$ cat config.mk
export PLATFORM = sky130hd
export DESIGN_NAME = element_serializer
export DESIGN_NICKNAME = d
export VERILOG_FILES = /design/src/rtl/element_serializer.sv
export SDC_FILE = /design/constraint.sdc
export NUM_CORES = 1
export LEC_CHECK = 0
export CORE_MARGIN = 4
export CORE_UTILIZATION = 30
export CTS_BUF_LIST = sky130_fd_sc_hd__clkbuf_16
export CTS_CLUSTER_DIAMETER = 30
export DETAILED_ROUTE_END_ITERATION = 7
export PLACE_DENSITY = 0.51
export SETUP_SLACK_MARGIN = 0.02
export SLEW_MARGIN = 5
export SYNTH_ARGS = -nofsm -noshare
export SYNTH_HDL_FRONTEND = slang
export SYNTH_SLANG_ARGS = --single-unit
export TNS_END_PERCENT = 10
$ cat constraint.sdc
create_clock -name clock -period 4.2 [get_ports clock]
set_input_delay 0.84 -clock clock [delete_from_list [all_inputs] [get_ports clock]]
set_output_delay 0.84 -clock clock [all_outputs]
set_load 0.1 [all_outputs]
$ cat src/rtl/element_serializer.sv
// Serializes one element record (tag, open/close flag, attribute pairs) into an
// XML tag character stream with valid/ready output flow control.
module element_serializer #(
  parameter int CHAR_W      = 8,
  parameter int TAG_W       = 3,
  parameter int ATTR_TYPE_W = 3,
  parameter int ATTR_VAL_W  = 8,
  parameter int MAX_ATTR    = 7,
  localparam int CNT_W      = $clog2(MAX_ATTR + 1)
) (
  input  logic                   clock,
  input  logic                   resetn,
  input  logic                   start,
  input  logic [TAG_W-1:0]       element_tag,
  input  logic                   is_closing_tag,
  input  logic [CNT_W-1:0]       attr_count,
  input  logic                   attr_valid,
  output logic                   attr_ready,
  input  logic [ATTR_TYPE_W-1:0] attribute_type,
  input  logic [ATTR_VAL_W-1:0]  attribute_value,
  output logic [CHAR_W-1:0]      char_o,
  output logic                   char_valid,
  input  logic                   char_ready,
  output logic                   busy,
  output logic                   has_finished,
  output logic                   error
);

  typedef enum logic [3:0] {
    S_IDLE, S_LT, S_SLASH, S_TAGNAME, S_ATTR_FETCH, S_SPACE, S_ANAME,
    S_EQ, S_QUOTE_OPEN, S_DIGITS, S_QUOTE_CLOSE, S_GT, S_DONE
  } state_e;

  state_e                 state_q, state_d;
  logic [TAG_W-1:0]       tag_q, tag_d;
  logic                   closing_q, closing_d;
  logic [CNT_W-1:0]       cnt_q, cnt_d;
  logic [2:0]             idx_q, idx_d;
  logic [ATTR_TYPE_W-1:0] atype_q, atype_d;
  logic [2:0][3:0]        dig_q, dig_d;
  logic [1:0]             ndig_q, ndig_d;

  logic       tag_ok, xfer;
  logic [2:0] tag_len, attr_len;
  logic [7:0] ch;

  // Names are right-justified in a 48-bit word; idx 0 is the leftmost character.
  function automatic logic [7:0] name_char(input logic [47:0] name,
                                           input logic [2:0] len,
                                           input logic [2:0] idx);
    logic [2:0] pos;
    pos = len - 3'd1 - idx;
    return name[{pos, 3'b000} +: 8];
  endfunction

  function automatic logic [47:0] tag_name(input logic [TAG_W-1:0] t);
    case (t)
      TAG_W'(1): return 48'("div");
      TAG_W'(2): return 48'("p");
      TAG_W'(3): return 48'("body");
      TAG_W'(4): return 48'("a");
      TAG_W'(5): return 48'("img");
      default:   return '0;
    endcase
  endfunction

  function automatic logic [47:0] attr_name(input logic [ATTR_TYPE_W-1:0] t);
    case (t)
      ATTR_TYPE_W'(1): return 48'("id");
      ATTR_TYPE_W'(2): return 48'("class");
      ATTR_TYPE_W'(3): return 48'("width");
      ATTR_TYPE_W'(4): return 48'("height");
      ATTR_TYPE_W'(5): return 48'("href");
      default:         return '0;
    endcase
  endfunction

  function automatic logic [2:0] tag_length(input logic [TAG_W-1:0] t);
    case (t)
      TAG_W'(1), TAG_W'(5): return 3'd3;
      TAG_W'(3):            return 3'd4;
      default:              return 3'd1;
    endcase
  endfunction

  function automatic logic [2:0] attr_length(input logic [ATTR_TYPE_W-1:0] t);
    case (t)
      ATTR_TYPE_W'(1): return 3'd2;
      ATTR_TYPE_W'(4): return 3'd6;
      ATTR_TYPE_W'(5): return 3'd4;
      default:         return 3'd5;
    endcase
  endfunction

  assign tag_ok   = (tag_q != '0) && (tag_q <= TAG_W'(5));
  assign tag_len  = tag_length(tag_q);
  assign attr_len = attr_length(atype_q);
  assign xfer     = char_valid && char_ready;

  // NOTE: state registers use non-blocking assignments so every flop samples pre-edge values.
  always_ff @(posedge clock or negedge resetn) begin
    if (!resetn) begin
      state_q   <= S_IDLE;
      tag_q     <= '0;
      closing_q <= 1'b0;
      cnt_q     <= '0;
      idx_q     <= '0;
      atype_q   <= '0;
      dig_q     <= '0;
      ndig_q    <= '0;
    end else begin
      state_q   <= state_d;
      tag_q     <= tag_d;
      closing_q <= closing_d;
      cnt_q     <= cnt_d;
      idx_q     <= idx_d;
      atype_q   <= atype_d;
      dig_q     <= dig_d;
      ndig_q    <= ndig_d;
    end
  end

  // NOTE: every signal written here gets a default first, so no path can infer a latch.
  always_comb begin
    state_d   = state_q;
    tag_d     = tag_q;
    closing_d = closing_q;
    cnt_d     = cnt_q;
    idx_d     = idx_q;
    atype_d   = atype_q;
    dig_d     = dig_q;
    ndig_d    = ndig_q;
    case (state_q)
      S_IDLE: if (start) begin
        state_d   = S_LT;
        tag_d     = element_tag;
        closing_d = is_closing_tag;
        cnt_d     = is_closing_tag ? '0 : attr_count;
      end
      S_LT: if (!tag_ok) state_d = S_DONE;
            else if (xfer) begin
              idx_d   = '0;
              state_d = closing_q ? S_SLASH : S_TAGNAME;
            end
      S_SLASH: if (xfer) state_d = S_TAGNAME;
      S_TAGNAME: if (xfer) begin
        if (idx_q == tag_len - 3'd1) begin
          idx_d   = '0;
          state_d = (cnt_q == '0) ? S_GT : S_ATTR_FETCH;
        end else idx_d = idx_q + 3'd1;
      end
      S_ATTR_FETCH: if (cnt_q == '0) state_d = S_GT;
        else if (attr_valid) begin
          // Invalid types are consumed silently; the fetch simply repeats.
          cnt_d = cnt_q - CNT_W'(1);
          if (attribute_type != '0 && attribute_type <= ATTR_TYPE_W'(5)) begin
            atype_d  = attribute_type;
            dig_d[2] = 4'(attribute_value / ATTR_VAL_W'(100));
            dig_d[1] = 4'((attribute_value / ATTR_VAL_W'(10)) % ATTR_VAL_W'(10));
            dig_d[0] = 4'(attribute_value % ATTR_VAL_W'(10));
            ndig_d   = (attribute_value >= ATTR_VAL_W'(100)) ? 2'd3 :
                       (attribute_value >= ATTR_VAL_W'(10))  ? 2'd2 : 2'd1;
            idx_d    = '0;
            state_d  = S_SPACE;
          end
        end
      S_SPACE: if (xfer) state_d = S_ANAME;
      S_ANAME: if (xfer) begin
        if (idx_q == attr_len - 3'd1) state_d = S_EQ;
        else idx_d = idx_q + 3'd1;
      end
      S_EQ: if (xfer) state_d = S_QUOTE_OPEN;
      S_QUOTE_OPEN: if (xfer) begin
        idx_d   = {1'b0, ndig_q} - 3'd1;
        state_d = S_DIGITS;
      end
      S_DIGITS: if (xfer) begin
        if (idx_q == '0) state_d = S_QUOTE_CLOSE;
        else idx_d = idx_q - 3'd1;
      end
      S_QUOTE_CLOSE: if (xfer) state_d = (cnt_q == '0) ? S_GT : S_ATTR_FETCH;
      S_GT:   if (xfer) state_d = S_DONE;
      S_DONE: state_d = S_IDLE;
      default: state_d = S_IDLE;
    endcase
  end

  always_comb begin
    ch           = 8'h00;
    char_valid   = 1'b1;
    attr_ready   = 1'b0;
    busy         = (state_q != S_IDLE);
    has_finished = (state_q == S_DONE);
    error        = (state_q == S_DONE) && !tag_ok;
    case (state_q)
      S_LT:          begin ch = "<"; char_valid = tag_ok; end
      S_SLASH:       ch = "/";
      S_TAGNAME:     ch = name_char(tag_name(tag_q), tag_len, idx_q);
      S_SPACE:       ch = " ";
      S_ANAME:       ch = name_char(attr_name(atype_q), attr_len, idx_q);
      S_EQ:          ch = "=";
      S_QUOTE_OPEN,
      S_QUOTE_CLOSE: ch = 8'h22;
      S_DIGITS:      ch = 8'h30 + {4'h0, dig_q[idx_q[1:0]]};
      S_GT:          ch = ">";
      S_ATTR_FETCH:  begin char_valid = 1'b0; attr_ready = (cnt_q != '0); end
      default:       char_valid = 1'b0;
    endcase
  end

  assign char_o = CHAR_W'(ch);

endmodule

# After elaboration in Yosys (flattened, before gate mapping)
# Index checks and enable logic that the tools add are counted.
dict set report totals {
  output_inout_bits 13
  ff_bits 31
  word_cells 152
  input_bits 23
}
dict set report op_classes {
  n_shift 2
  bitwise 1
  n_div 4
  addsub 9
  n_mux 52
  n_eq_ne 47
  n_reduce_logical 22
  n_lt_le_gt_ge 5
}
# op n
set op_table {}
lappend op_table {{$pmux 47 s5} 1}
lappend op_table {{$pmux 31 s5} 1}
lappend op_table {{$mux 48} 2}
lappend op_table {{$shiftx 48x7->8} 2}
lappend op_table {{$mux 4} 20}
lappend op_table {{$pmux 8 s9} 1}
lappend op_table {{$mux 3} 16}
lappend op_table {{$pmux 4 s12} 1}
lappend op_table {{$ne 2x2->1 const B} 20}
lappend op_table {{$eq 4x4->1 const B} 5}
lappend op_table {{$pmux 3 s6} 1}
lappend op_table {{$eq 4x3->1 const B} 4}
lappend op_table {{$mod 8x4->8 const B} 2}
lappend op_table {{$reduce_and 16->1} 1}
lappend op_table {{$eq 3x2->1 const B} 4}
lappend op_table {{$eq 3x3->1 const B} 4}
lappend op_table {{$pmux 3 s2} 2}
lappend op_table {{$reduce_and 12->1} 1}
lappend op_table {{$sub 3x1->3 const B} 4}
lappend op_table {{$ne 3x3->1 const B} 3}
lappend op_table {{$pmux 3 s3} 1}
lappend op_table {{$reduce_bool 3->1} 3}
lappend op_table {{$reduce_or 9->1} 1}
lappend op_table {{$bmux 4 s2} 1}
lappend op_table {{28 further kinds} 41}

# Logic depth before layout (Yosys ltp)
dict set report logic_depth {
  depth_word 8
  ltp_mapped 15
  depth_no_buf 12
}

# Worst setup path after synthesis
# OpenSTA, ideal clock, no wires.
dict set report synth_path {
  path_type {flip-flop to output port}
  from {register tag_q[1]}
  to {output port char_o[5]}
  path_stages_with_launch 11
  t_arrival_ns 4.778
  required_ns 3.360
  n_path_buf 1
  path_slack_ns -1.418
  cell_sequence {dfrtp_1 -> clkbuf_1 -> nor2b_1 -> nand2_1 -> ha_1 -> fa_1 -> xor2_1 -> nor2_1 -> o21ai_0 -> o21ai_0 -> a31o_2}
}
dict set report synth_via {
  elab_chain_cells 7
  elab_cells_between_ends 13
}
# item line_no
set synth_lines {}
lappend synth_lines {{start, declared} 35} ;# logic [TAG_W-1:0] tag_q, tag_d;
lappend synth_lines {{start signal, assigned} 113} ;# tag_q <= tag_d;
lappend synth_lines {{$eq 3x3->1 / $eq 3x1->1 (equally long branches)} {57, 79}}
lappend synth_lines {{$reduce_or 2->1} 79} ;# case (t)
lappend synth_lines {{$pmux 3 s2} 79}
lappend synth_lines {{$sub 3x1->3} 52} ;# pos = len - 3'd1 - idx;
lappend synth_lines {{$sub 3x3->3} 52}
lappend synth_lines {{$shiftx 48x7->8 *} 53} ;# return name[{pos, 3'b000} +: 8];
lappend synth_lines {{$pmux 8 s9 *} 195} ;# case (state_q)
lappend synth_lines {{end, declared} 21} ;# output logic [CHAR_W-1:0] char_o,
# Every way passes the cells marked *; elsewhere a longest branch is shown, timed or not. The select of a mux whose other input is x is not followed.

# Worst setup path in the final report
dict set report layout_path {
  from {register atype_q[1]}
  to {output port char_o[1]}
}
dict set report layout_via {
  elab_chain_cells 6
  elab_cells_between_ends 12
}
# item line_no
set layout_lines {}
lappend layout_lines {{start, declared} 39} ;# logic [ATTR_TYPE_W-1:0] atype_q, atype_d;
lappend layout_lines {{start signal, assigned} 117} ;# atype_q <= atype_d;
lappend layout_lines {{$eq 3x3->1 / $eq 3x1->1 (equally long branches)} {68, 87}}
lappend layout_lines {{$pmux 3 s3} 87} ;# case (t)
lappend layout_lines {{$sub 3x1->3} 52}
lappend layout_lines {{$sub 3x3->3} 52}
lappend layout_lines {{$shiftx 48x7->8 *} 53}
lappend layout_lines {{$pmux 8 s9 *} 195}
# Marks and branches as above.

==> metrics.cfg <==
[outcome]
outcome = complete, no violations

[yosys]
synth_enable_flop_cells = 0
synth_cells = 447
yosys_warnings = 0
synth_seq_cells = 29
yosysSeqAreaShare_pct = 21.9
synthArstFlopShare_pct = 100
synth_cell_types = 72
syn-num-nets = 484
synthFlopType = dfrtp_1
synth_area_sq_um = 3310
avgSynthCellArea_sq_um = 7.40

[worst_hold_path]
hold_path_depth = 1
hp-class = flip-flop to flip-flop
hold_end = ndig_q[0]$_DFFE_PN0P_
hold_start = ndig_q[0]$_DFFE_PN0P_

[place]
hpwl_um = 6780
port_buffers = 34
place.gp.congestion = 0.888

[timing]
max-slew-margin-rel_pct = 51.2
tns_ns = 0
finalSetupViolations = 0
slew_violations = 0
final.min_clock_period_ns = 3.93
period_share_pct = 93.6
rsz0062_at_grt = false
hold_viol = 0
hold_ws_ns = 0.474
finClkSkew_ns = 0.00506
max_freq_ghz = 0.255
tightest_slew_ns = 0.732

[grt]
grt_pass1_wl_um = 15300
overflow = 0
grt_pass1_vias = 3084
grt_use_total_pct = 14.2
grt_max_degree = 30
antenna_found_initial = 0

[setup_path]
required_ns = 3.36
path_max_fanout = 9
arrival_ns = 3.09
cp-end-kind = output port
reg2regPathDepth = 8
rr_endpoint = idx_q[2]$_DFFE_PN0P_
start_kind = flip-flop
timing.rr.start = state_q[3]$_DFFE_PN0P_
ff2ff_setup_slack_ns = 1.35
crit_type = flip-flop to output port

[finish]
final_nets = 510
final_common_cell = nand2_1
num_antenna_cells = 0
post-route-util_pct = 37.4
synthToLayoutAreaGrowth_pct = 22.0
layout-drive-gt1-share_pct = 13.7
final_cell_mix = 41 x nand2_1, 39 x nor2_1, 39 x o21ai_0, 30 x buf_4, 29 x dfrtp_1

[clock_network]
clock_path_buffers = 2
clk_pin_slew_worst_paths_ns = 0.05
cts_tree = built
ctsHtreeMaxLevel = 2
cts.sinks = 29
ctsResizeCount = 0
hold_buffers = 0
post_cts_buffers = 0
numCtsBuffers = 5
worstSkewPairLatency_ns = 0.27
cts-root-buf = clkbuf_16

[die]
die_area_sq_um = 12800
io_pins = 36
die_w_um = 113
die_y_um = 113
rows = 38
start_util_pct = 30.7
core_sq_um = 10800

[drt]
antenna_left = 0
vias_per_cell = 5.37
num_vias = 3295
first_pass_iters = 4
drt_iter0_markers = 294
wl_um = 8910
drc = 0
post_drt_wl_per_cell_um = 14.5

[power]
power_density_nw_per_um2 = 919
p_total_mw = 3.71
p_leak_nw = 1.66
vdd_drop_max_uv = 733

[job]
drv_cap = 0

metal layers:
layer | wire [um] | part of all wire [%] | up-vias | track usage [%]
li1 | - | - | 1682 | -
met1 | 4370 | 49 | 1556 | 20.1
met2 | 4140 | 46 | 51 | 23.1
met3 | 312 | 3.5 | 6 | 1.87
met4 | 95 | 1.1 | 0 | 2.96
met5 | 0 | 0 | - | 0
cell usage after synthesis, types with 4 or more instances:
library cell | n | area [sq um]
nand2_1 | 41 | 154
o21ai_0 | 40 | 200
nor2_1 | 39 | 146
clkbuf_1 | 29 | 109
dfrtp_1 | 29 | 726
a21oi_1 | 28 | 140
inv_1 | 22 | 82.6
nor2b_1 | 13 | 81.3
ha_1 | 12 | 150
mux2_2 | 12 | 135
nand2b_1 | 12 | 75.1
nand3_1 | 12 | 60.1
nor3_1 | 11 | 55.1
o22ai_1 | 9 | 56.3
mux2i_1 | 8 | 80.1
xnor2_1 | 8 | 70.1
a22oi_1 | 7 | 52.6
a31oi_1 | 6 | 37.5
nand4_1 | 5 | 31.3
xor2_1 | 5 | 43.8
a21boi_0 | 4 | 30.0
a32oi_1 | 4 | 35.0
buf_2 | 4 | 20.0
nand3b_1 | 4 | 30.0
o211ai_1 | 4 | 30.0
per-stage QoR:
| step | setup slack [ns] | instances | cell area (sq um) |
|---|---|---|---|
| 6_report | 0.271 | 614 | 4040 |
| 5_1_grt | 0.0286 | 614 | 4040 |
| 4_1_cts | 0.253 | 614 | 4040 |
| 3_5_place_dp | 0.126 | 606 | 3890 |
| 3_3_place_gp | 0.168 | 606 | 3890 |
| 2_1_floorplan | -0.789 | 447 | 3310 |
logic make-up (layout without fill, tap and decap cells):
logic type | after synthesis | after routing | synth area share (%)
adders and majority gates | 17 | 17 | 6.66
and+or+nand+nor | 159 | 159 | 24.4
xor gates and xnor gates | 13 | 13 | 3.44
DFF | 29 | 29 | 21.9
other | 1 | 1 | 0.113
muxes | 20 | 20 | 6.51
AOI/OAI and AO/OA | 145 | 145 | 28.8
buffers and inverters | 63 | 90 | 8.09
sequential cells by signal, indices dropped and copies added, names as in the netlist:
| signal | flops |
|---|---|
| ndig_q | 2 |
| dig_q | 10 |
| closing_q | 1 |
| tag_q | 3 |
| idx_q | 3 |
| cnt_q | 3 |
| state_q | 4 |
| atype_q | 3 |
cell type report:
cell class | instances | area, sq um
repair buffers | 59 | 586
well taps | 140 | 175
fillers | 1154 | 6760
clock inverters | 3 | 17.5
flip-flops and latches | 29 | 726
inverters | 23 | 86.3
multi-input cells | 355 | 2320
clock buffers | 5 | 125
critical path: stages, from the launching register on:
cell and delay (ns):
dfrtp_1 0.38, nor2b_1 0.19, and2_1 0.18, inv_1 0.06, fa_1 0.39, xor2_1 0.50, buf_4 0.24, nor2_1 0.04
a21oi_1 0.11, nor2_1 0.05, o21ai_0 0.24, o311ai_1 0.22, buf_12 0.21
power by group:
part / switching [mW] / leakage (nW) / total (mW) / internal [mW]
Clock: 0.125 / 0.0712 / 0.341 / 0.217
Combinational: 1.73 / 1.23 / 2.80 / 1.06
Sequential: 0.154 / 0.361 / 0.569 / 0.416
how the worst max path moves through the flow:
stage / startpoint / to / slack, ns / cells past startpoint
3_5_place_dp: attribute_value[5] / dig_q[7]$_DFFE_PN0P_ / 0.13 / 11
4_1_cts: atype_q[1]$_DFFE_PN0P_ / char_o[0] / 0.25 / 11
6_report: atype_q[1]$_DFFE_PN0P_ / char_o[1] / 0.27 / 12
3_3_place_gp: attribute_value[5] / dig_q[7]$_DFFE_PN0P_ / 0.17 / 11
2_1_floorplan: atype_q[0]$_DFFE_PN0P_ / char_o[4] / -0.79 / 10
5_1_grt: atype_q[1]$_DFFE_PN0P_ / char_o[0] / 0.03 / 11
(Power assumes the default switching activity.)
